`src/rtl/rp_8bit_irq_pkg.sv`:
```
`default_nettype none
// ----------------------------------------------------------------------------
// rp_8bit_irq_pkg - FSM states, register offsets and CTL bit map of the IRQ controller
// Rev 1.0
// ----------------------------------------------------------------------------
package rp_8bit_irq_pkg;

   typedef enum logic [1:0] {
      ST_IDLE = 2'd0,
      ST_REQ  = 2'd1,
      ST_HOLD = 2'd2
   } irq_state_e;

   localparam logic [1:0] OFS_IE  = 2'd0;
   localparam logic [1:0] OFS_IP  = 2'd1;
   localparam logic [1:0] OFS_EDG = 2'd2;
   localparam logic [1:0] OFS_CTL = 2'd3;

   localparam int CTL_GIE     = 0;
   localparam int CTL_ERR     = 1;
   localparam int CTL_VEC_LSB = 4;
   localparam int CTL_BSY     = 7;

endpackage
`default_nettype wire

```
`src/rtl/rp_8bit_irq_prio.sv`:
```
`default_nettype none
// ----------------------------------------------------------------------------
// rp_8bit_irq_prio - fixed-priority picker, lowest set index wins
// Rev 1.0
// ----------------------------------------------------------------------------
module rp_8bit_irq_prio
   import rp_8bit_irq_pkg::*;
#(
   parameter int IRW = 8
) (
   input  logic [IRW-1:0] vec_i,
   output logic           valid_o,
   output logic [2:0]     idx_o,
   output logic [IRW-1:0] onehot_o
);

   always_comb begin
      idx_o = 3'd0;
      for (int i = IRW - 1; i >= 0; i--) begin
         if (vec_i[i]) begin
            idx_o = 3'(i);
         end
      end
   end

   assign valid_o  = |vec_i;
   // Two's-complement trick isolates the lowest set bit.
   assign onehot_o = vec_i & (~vec_i + IRW'(1));

endmodule
`default_nettype wire

```
`src/rtl/rp_8bit_irq_ctl.sv`:
```
`default_nettype none
// ----------------------------------------------------------------------------
// rp_8bit_irq_ctl - pending/enable registers, priority pick and one-hot request handshake
// Rev 1.0
// ----------------------------------------------------------------------------
module rp_8bit_irq_ctl
   import rp_8bit_irq_pkg::*;
#(
   parameter int         IRW  = 8,
   parameter logic [5:0] BASE = 6'h38
) (
   input  logic           clk,
   input  logic           rst,
   input  logic           io_wen,
   input  logic           io_ren,
   input  logic [5:0]     io_adr,
   input  logic [7:0]     io_wdt,
   input  logic [7:0]     io_msk,
   output logic [7:0]     io_rdt,
   input  logic [IRW-1:0] src,
   output logic [IRW-1:0] irq_req,
   input  logic [IRW-1:0] irq_ack
);

   localparam logic [5:0] ADR_IE  = BASE + {4'd0, OFS_IE};
   localparam logic [5:0] ADR_IP  = BASE + {4'd0, OFS_IP};
   localparam logic [5:0] ADR_EDG = BASE + {4'd0, OFS_EDG};
   localparam logic [5:0] ADR_CTL = BASE + {4'd0, OFS_CTL};

   irq_state_e     state_q, state_d;
   logic [IRW-1:0] ie_q, ie_d, ip_q, ip_d, edg_q, edg_d, src_q;
   logic [IRW-1:0] irq_req_q, irq_req_d;
   logic           gie_q, gie_d, err_q, err_d;
   logic [2:0]     vec_q, vec_d;
   logic [7:0]     rdt_q, rdt_d, rd_data;

   logic [IRW-1:0] wmask, wdata, set_vec, sw_clr, hw_clr, cand, win_onehot;
   logic           wr_ie, wr_ip, wr_edg, wr_ctl, ack_ok, ack_bad, win_valid, withdraw;
   logic [2:0]     win_idx;

   assign wr_ie  = io_wen && (io_adr == ADR_IE);
   assign wr_ip  = io_wen && (io_adr == ADR_IP);
   assign wr_edg = io_wen && (io_adr == ADR_EDG);
   assign wr_ctl = io_wen && (io_adr == ADR_CTL);
   assign wmask  = io_msk[IRW-1:0];
   assign wdata  = io_wdt[IRW-1:0];

   assign ie_d  = wr_ie  ? ((ie_q  & ~wmask) | (wdata & wmask)) : ie_q;
   assign edg_d = wr_edg ? ((edg_q & ~wmask) | (wdata & wmask)) : edg_q;
   assign gie_d = (wr_ctl && io_msk[CTL_GIE]) ? io_wdt[CTL_GIE] : gie_q;

   // Hardware set is ORed in last so it beats any clear on the same cycle.
   assign set_vec = (edg_q & src & ~src_q) | (~edg_q & src);
   assign ack_ok  = (state_q == ST_REQ) && (irq_ack == irq_req_q);
   assign ack_bad = (irq_ack != '0) && !ack_ok;
   assign sw_clr  = wr_ip ? (wdata & wmask) : '0;
   assign hw_clr  = ack_ok ? irq_ack : '0;
   assign ip_d    = (ip_q & ~(sw_clr | hw_clr)) | set_vec;
   assign err_d   = ack_bad | (err_q & ~(wr_ctl & io_msk[CTL_ERR] & io_wdt[CTL_ERR]));

   assign cand = ip_q & ie_q & {IRW{gie_q}};

   rp_8bit_irq_prio #(.IRW(IRW)) u_prio (
      .vec_i    (cand),
      .valid_o  (win_valid),
      .idx_o    (win_idx),
      .onehot_o (win_onehot)
   );

   // Withdraw looks at next-state values so a software clear drops the request on the same edge.
   assign withdraw = ((ip_d & irq_req_q) == '0) || ((ie_d & irq_req_q) == '0) || !gie_d;

   always_comb begin
      state_d   = state_q;
      irq_req_d = irq_req_q;
      vec_d     = vec_q;
      case (state_q)
         ST_IDLE: begin
            if (win_valid) begin
               state_d   = ST_REQ;
               irq_req_d = win_onehot;
               vec_d     = win_idx;
            end
         end
         ST_REQ: begin
            if (ack_ok) begin
               state_d   = ST_HOLD;
               irq_req_d = '0;
            end else if ((irq_ack == '0) && withdraw) begin
               state_d   = ST_IDLE;
               irq_req_d = '0;
            end
         end
         ST_HOLD: begin
            state_d   = ST_IDLE;
            irq_req_d = '0;
         end
         default: begin
            state_d   = ST_IDLE;
            irq_req_d = '0;
         end
      endcase
   end

   always_comb begin
      rd_data = 8'h00;
      if (io_adr == ADR_IE) begin
         rd_data = 8'(ie_q);
      end else if (io_adr == ADR_IP) begin
         rd_data = 8'(ip_q);
      end else if (io_adr == ADR_EDG) begin
         rd_data = 8'(edg_q);
      end else if (io_adr == ADR_CTL) begin
         rd_data[CTL_GIE]            = gie_q;
         rd_data[CTL_ERR]            = err_q;
         rd_data[CTL_VEC_LSB +: 3]   = vec_q;
         rd_data[CTL_BSY]            = (state_q != ST_IDLE);
      end
   end

   assign rdt_d = io_ren ? rd_data : rdt_q;

   always_ff @(posedge clk or posedge rst) begin
      if (rst) begin
         state_q   <= ST_IDLE;
         ie_q      <= '0;
         ip_q      <= '0;
         edg_q     <= '0;
         src_q     <= '0;
         irq_req_q <= '0;
         gie_q     <= 1'b0;
         err_q     <= 1'b0;
         vec_q     <= 3'd0;
         rdt_q     <= 8'h00;
      end else begin
         state_q   <= state_d;
         ie_q      <= ie_d;
         ip_q      <= ip_d;
         edg_q     <= edg_d;
         src_q     <= src;
         irq_req_q <= irq_req_d;
         gie_q     <= gie_d;
         err_q     <= err_d;
         vec_q     <= vec_d;
         rdt_q     <= rdt_d;
      end
   end

   assign io_rdt  = rdt_q;
   assign irq_req = irq_req_q;

endmodule
`default_nettype wire

```
`config.mk`:
```
export PLATFORM = sky130hd
export DESIGN_NAME = rp_8bit_irq_ctl
export DESIGN_NICKNAME = d
export VERILOG_FILES = /design/src/rtl/rp_8bit_irq_pkg.sv /design/src/rtl/rp_8bit_irq_prio.sv /design/src/rtl/rp_8bit_irq_ctl.sv
export SDC_FILE = /design/constraint.sdc
export NUM_CORES = 1
export LEC_CHECK = 0
export ABC_AREA = 0
export CORE_ASPECT_RATIO = 1.1
export CORE_UTILIZATION = 55
export DETAILED_ROUTE_END_ITERATION = 8
export DONT_BUFFER_PORTS = 1
export GPL_ROUTABILITY_DRIVEN = 0
export PLACE_DENSITY = 0.77
export SLEW_MARGIN = 20
export SYNTH_ARGS = -nofsm -noshare
export SYNTH_HDL_FRONTEND = slang
export SYNTH_HIERARCHICAL = 1
export SYNTH_SLANG_ARGS = --single-unit
```
`constraint.sdc`:
```
create_clock -name clk -period 2.4 [get_ports clk]
set_input_delay 0.48 -clock clk [delete_from_list [all_inputs] [get_ports clk]]
set_output_delay 0.48 -clock clk [all_outputs]
set_load 0.05 [all_outputs]
```
==> run_results.csv, run 1 <==
group,metric,value,unit
worst_setup_path,cp_num_cells,9,
worst_setup_path,crit_path_start,"irq_req[4]",
floorplanning,core,5400,um2
cells_and_area,mostFrequentLayoutCells,"nand2_1 (57), dfrtp_1 (51), buf_4 (32)",
worst_setup_path,r2r_start,"irq_req[4]",
worst_setup_path,start_kind,"flop",
sta,max_freq,0.398,GHz
cells_and_area,finalNonFillerCells,430,
worst_setup_path,cp.required,2600,ps
synthesis,seq_area_frac_synth,44.5,%
clock_network,cts_num_sinks,55,
pwr,power_density,528,nW/um2
synthesis,ys_warn_count,6,
cells_and_area,drive_gt1_share,24.8,%
routing,routed_wl,8910,um
sta,fin_crit,2510,ps
worst_setup_path,critPathArrivalTime,2720,ps
clock_network,clk_path_buf_depth,2,
job,cap_violations,0,
sta,drv_slew,0,
worst_setup_path,rrSetupSlack,-110,ps
global_routing,gr-total-overflow,0,
pwr,p_leak,1.66,nW
sta,hold_viol_final,0,
synthesis,synthCells,321,
clock_network,hold_buffers,0,
pwr,switching_share,27.7,%
outcome,status,"finished, violations left",
routing,wl_per_cell,20.7,um
synthesis,ys_ff_latch,55,
worst_setup_path,cp_slowest_cell,"dfrtp_2",
clock_network,cts-root-buf,"clkbuf_8",
worst_setup_path,worst-path-buf-inv,1,
worst_setup_path,crit_type,"flop to flop",
clock_network,clkTransAtPathRegs,100,ps
worst_setup_path,cp-end-kind,"flop",
global_routing,grt_pass1_wl,14000,um
synthesis,syn_nets,363,
cells_and_area,post-route-util,67.5,%
routing,ant_nets,0,
floorplanning,die_width,73.5,um
placed_design,portBuffers,0,
min_path,hold_path.class,"input pin to async pin",
placed_design,dp.cells,418,
clock_network,numCtsBuffers,5,
cells_and_area,antenna_cells,0,
pwr,internal_power,0.00139,W
global_routing,grt_pass1_vias,2745,
floorplanning,die_area,5930,um2
worst_setup_path,r2r_cells,9,
pwr,clock_power_share,28.8,%
pwr,p_seq_share,53.2,%
cells_and_area,final_common_cell,"nand2_1",
floorplanning,ios,58,
outcome,violations,"negative setup slack",
worst_setup_path,critical_path.max_stage_delay,450,ps
global_routing,grt_max_degree,30,
routing,drt_iter0_drc,304,
synthesis,post_synth.cell_area_avg,9.64,um2
global_routing,antenna_found_initial,0,
sta,layout_worst_path_cycle_share,105,%
global_routing,globalRouteTotalUtil,32.2,%
worst_setup_path,crit_fanout,5,
worst_setup_path,path_cells,"xor2_2 > nor4_2 > and4_4 > buf_6 > a311oi_4 > a2111oi_4 > a31oi_2 > o211a_4 > a21o_1",
clock_network,clk_latency,310,ps
sta,relSlewSlack,58.9,%
sta,setup_viol,9,
sta,finalWorstSetupSlack,-113,ps
worst_setup_path,critical_path.top_delay_family,"compound AO/OA/AOI/OAI gates",
clock_network,cts_tree,"done",
sta,tightest_slew,616,ps
synthesis,synth_area,3090,um2
routing,via_count,2757,
placed_design,dp_hpwl,6640,um
sta,grt_setup_unrepaired,"yes",
clock_network,h-tree-depth,2,
worst_setup_path,endpoint,"irq_req[1]",
cells_and_area,fin_nets,396,
floorplanning,num_rows,28,
floorplanning,fp.dieH,80.7,um
sta,skew,8.15,ps
synthesis,synth_enable_flop_cells,0,
pwr,switchingPower,0.000533,W
routing,first_pass_iters,7,
pwr,comb_power_share,17.9,%
routing,route.detailed.drc,0,
pwr,ir_drop,0.367,mV
synthesis,ys.flop_type,"dfrtp_1",
floorplanning,start_util,57.4,%
worst_setup_path,r2r-end,"irq_req[1]",
synthesis,async_flop_share,100,%
cells_and_area,areaGrowthSynthToFinish,17.8,%
synthesis,synth_cell_types,52,
routing,viasPerCell,6.41,
==> worst reg2reg max path: cells and delay by family (launching register included) <==
| family | cells | cell delay (ps) |
|---|---|---|
| compound gates | 5 | 1070 |
| buf+inv | 1 | 140 |
| simple gates | 2 | 590 |
| xor+xnor | 1 | 160 |
| flops | 1 | 450 |
==> cells in the mapped netlist (4+ instances only) <==
cell,n,share of area (%)
and2_1,4,0.81
nand3_1,13,2.1
clkbuf_1,4,0.49
a21oi_1,13,2.1
a21o_1,9,2.2
nand2b_1,6,1.2
mux4_2,6,4.4
o22ai_1,9,1.8
and2_0,4,0.81
a31oi_1,10,2.0
o31ai_1,7,1.7
nor2b_1,4,0.81
mux2_2,18,6.6
xor2_1,8,2.3
o21ai_0,6,0.97
dfrtp_1,55,44
nor2_1,13,1.6
inv_1,22,2.7
nand2_1,57,6.9
and3_1,8,1.6
==> per-stage QoR <==
| stage | setup slack [ps] | hold WS (ps) | total power (W) | cell area, um2 | TNS (ps) |
|---|---|---|---|---|---|
| final | -113 | 120 | 0.00192 | 3640 | -958 |
| after global routing | -176 | 166 | 0.00201 | 3640 | -1490 |
| after CTS | -52.8 | 133 | 0.00192 | 3610 | -319 |
| after detailed placement | -158 | 472 | 0.00135 | 3410 | -1320 |
| after global placement | -73.8 | 468 | 0.00134 | 3410 | -632 |
| after floorplan | -79.4 | 465 | 0.00128 | 3100 | -688 |
==> kinds of logic (layout without fill, tap and decap cells) <==
| family | after synthesis | in the layout | synth area share (%) |
|---|---|---|---|
| flops | 55 | 55 | 44.5 |
| xor+xnor | 8 | 8 | 2.26 |
| compound gates | 70 | 71 | 15.3 |
| simple gates | 128 | 128 | 21.2 |
| mux | 27 | 27 | 11.9 |
| buf+inv | 33 | 66 | 4.89 |
==> power groups by stage <==
stage                     registers (W)  logic, W  clock network, W
after CTS                       0.00102  0.000339          0.000560
after detailed placement        0.00104  0.000307                 0
after global routing            0.00103  0.000373          0.000602
after floorplan                 0.00104  0.000240                 0
final                           0.00102  0.000345          0.000554
after global placement          0.00104  0.000301                 0
==> worst min path at each step <==
stage / slack [ps] / to / cells after the start / start
CTS: 130 / ip_q[0] / 1 / rst
floorplan: 460 / err_q / 2 / err_q
finish: 120 / ip_q[0] / 1 / rst
global route: 170 / ip_q[5] / 1 / rst
global placement: 470 / src_q[3] / 1 / rst
detailed placement: 470 / async pin / 1 / rst
==> layer usage <==
metal | wire (um) | part of all wire [%] | global-route usage (%) | vias up
met2 | 4210 | 47 | 50.6 | 167
met5 | 0 | 0 | 0 | -
met3 | 698 | 7.8 | 6.65 | 41
li1 | - | - | - | 1217
met4 | 478 | 5.4 | 16.5 | 0
met1 | 3530 | 40 | 41.6 | 1332
==> area by class of cell <==
cell class | instances | area [um2]
multi-input cells | 234 | 1680
clock buffers | 8 | 100
inverters | 22 | 82.6
well taps | 75 | 93.8
flip-flops and latches | 55 | 1380
fillers | 424 | 1750
repair buffers | 36 | 303
==> timing repair <==
action,4_1_cts,5_1_grt
resized for setup,12,3
cloned,1,0
endpoints found under the setup margin,9,9
pin swaps,18,5
hold endpoints to repair,0,0
setup buffers,2,1
(Power assumes the default switching activity.)
==> run 2, diff against run 1 <==
--- a/config.mk
+++ b/config.mk
@@ -7,6 +7,7 @@
 export LEC_CHECK = 0
 export ABC_AREA = 0
 export CORE_ASPECT_RATIO = 1.1
+export CORE_MARGIN = 4
 export CORE_UTILIZATION = 55
 export DETAILED_ROUTE_END_ITERATION = 8
 export DONT_BUFFER_PORTS = 1
==> run_results.csv, run 2 (same netlist as run 1, synthesis figures left out) <==
group,metric,value,unit
outcome,status,"finished, violations left",
outcome,violations,"negative setup slack",
global_routing,grt_pass1_vias,2702,
clock_network,numCtsBuffers,5,
pwr,switching_share,28.2,%
pwr,power,0.00200,W
routing,viasPerCell,6.44,
worst_setup_path,critPathArrivalTime,2690,ps
cells_and_area,antenna_cells,0,
worst_setup_path,path_cells,"xor2_2 > nor4_2 > and4_4 > a311oi_4 > a2111oi_4 > a31oi_2 > o211a_4 > a21o_1",
floorplanning,die_area,6890,um2
worst_setup_path,r2r_cells,8,
clock_network,hold_buffers,0,
routing,wl_per_cell,20.7,um
pwr,p_seq_share,51.0,%
clock_network,clk_path_buf_depth,2,
sta,drv_slew,0,
floorplanning,die_width,79.5,um
worst_setup_path,crit_type,"flop to flop",
sta,skew,20.8,ps
sta,finalWorstSetupSlack,-81.4,ps
placed_design,dpl_cell_area,3400,um2
placed_design,portBuffers,0,
clock_network,clkTransAtPathRegs,110,ps
sta,hold_viol_final,0,
pwr,ir_drop,0.355,mV
clock_network,h-tree-depth,2,
worst_setup_path,start_kind,"flop",
job,cap_violations,0,
pwr,p_leak,1.66,nW
clock_network,cts_num_sinks,55,
pwr,power_density,557,nW/um2
sta,layout_worst_path_cycle_share,103,%
routing,drt_iter0_drc,354,
sta,relSlewSlack,61.7,%
floorplanning,ios,58,
floorplanning,core,5430,um2
worst_setup_path,critical_path.max_stage_delay,450,ps
floorplanning,fp.dieH,86.7,um
sta,tightest_slew,574,ps
worst_setup_path,cp.required,2610,ps
sta,max_freq,0.403,GHz
cells_and_area,mostFrequentLayoutCells,"nand2_1 (57), dfrtp_1 (51), buf_4 (32)",
cells_and_area,final_area,3600,um2
pwr,internal_power,0.00144,W
global_routing,antenna_found_initial,0,
pwr,switchingPower,0.000565,W
routing,first_pass_iters,5,
worst_setup_path,crit_fanout,7,
cells_and_area,fin_nets,394,
global_routing,gr-total-overflow,0,
sta,finalSetupTns,-659,ps
clock_network,cts-root-buf,"clkbuf_8",
cells_and_area,drive_gt1_share,24.4,%
global_routing,globalRouteTotalUtil,26.3,%
global_routing,grt_max_degree,30,
global_routing,grt_pass1_wl,13900,um
sta,grt_setup_unrepaired,"yes",
sta,fin_crit,2480,ps
worst_setup_path,cp_slowest_cell,"dfrtp_2",
cells_and_area,areaGrowthSynthToFinish,16.3,%
clock_network,clk_latency,320,ps
sta,setup_viol,9,
floorplanning,num_rows,28,
cells_and_area,final_common_cell,"nand2_1",
routing,route.detailed.drc,0,
placed_design,dp_hpwl,6760,um
floorplanning,start_util,57.0,%
routing,via_count,2756,
routing,routed_wl,8860,um
pwr,comb_power_share,17.6,%
worst_setup_path,cp-end-kind,"flop",
min_path,hold_path.class,"input pin to async pin",
clock_network,cts_tree,"done",
pwr,clock_power_share,31.4,%
routing,ant_nets,0,
[run 2: cell type report]
cell class,instances,area [um2]
inverter,22,82.6
timing repair buffer,34,272
multi-input combinational,234,1660
clock inverter,3,43.8
tap,75,93.8
fill,420,1830
sequential,55,1380
clock buffer,5,68.8
[run 2: timing repair]
| action | 4_1_cts | 5_1_grt |
|---|---|---|
| pin swaps | 0 | 16 |
| resized for setup | 1 | 10 |
| cloned | 0 | 1 |
| endpoints found under the hold margin | 0 | 0 |
| setup endpoints to repair | 9 | 9 |
| setup buffers | 1 | 0 |
[run 2: worst max-delay path, delay by kind of cell (launching register included)]
family	cells	cell delay (ps)
AO/OA/AOI/OAI	5	1120
AND/OR/NAND/NOR	2	640
XOR/XNOR	1	150
flip-flops	1	450
[run 2: final timing paths]
kind | slack (ps) | startpoint | to
max in group asynchronous | 1730 | rst | irq_req[4]
max reg2reg | -80 | irq_req[2] | irq_req[4]
min | 80 | rst | io_rdt[3]
min reg2reg | 520 | vec_q[1] | vec_q[1]
min in group clk | 170 | src[3] | src_q[3]
max | -80 | irq_req[2] | irq_req[4]
[run 2: layer usage]
layer / vias to the layer above / routed length (um) / track usage, %
met1: 1313 / 3480 / 34.8
met4: 0 / 375 / 9.84
li1: 1211 / - / -
met3: 40 / 966 / 7.28
met2: 192 / 4030 / 41.5
met5: - / 0 / 0
[run 2: power by group through the flow]
| stage | sequential, W | clock, W | combinational, W |
|---|---|---|---|
| 3_3_place_gp | 0.00104 | 0 | 0.000308 |
| 6_report | 0.00102 | 0.000629 | 0.000353 |
| 4_1_cts | 0.00102 | 0.000632 | 0.000320 |
| 3_5_place_dp | 0.00104 | 0 | 0.000315 |
| 2_1_floorplan | 0.00104 | 0 | 0.000240 |
| 5_1_grt | 0.00103 | 0.000675 | 0.000383 |
[run 2: metrics by stage]
step / worst slack (ps) / util [%] / cells / hold slack (ps)
4_1_cts: -88.1 / 64.7 / 427 / 103
2_1_floorplan: -79.4 / - / 321 / 465
5_1_grt: -183 / 66.3 / 428 / 124
6_report: -81.4 / 66.3 / 428 / 81.0
3_5_place_dp: -165 / 62.5 / 418 / 458
3_3_place_gp: -53.1 / 62.5 / 418 / 451
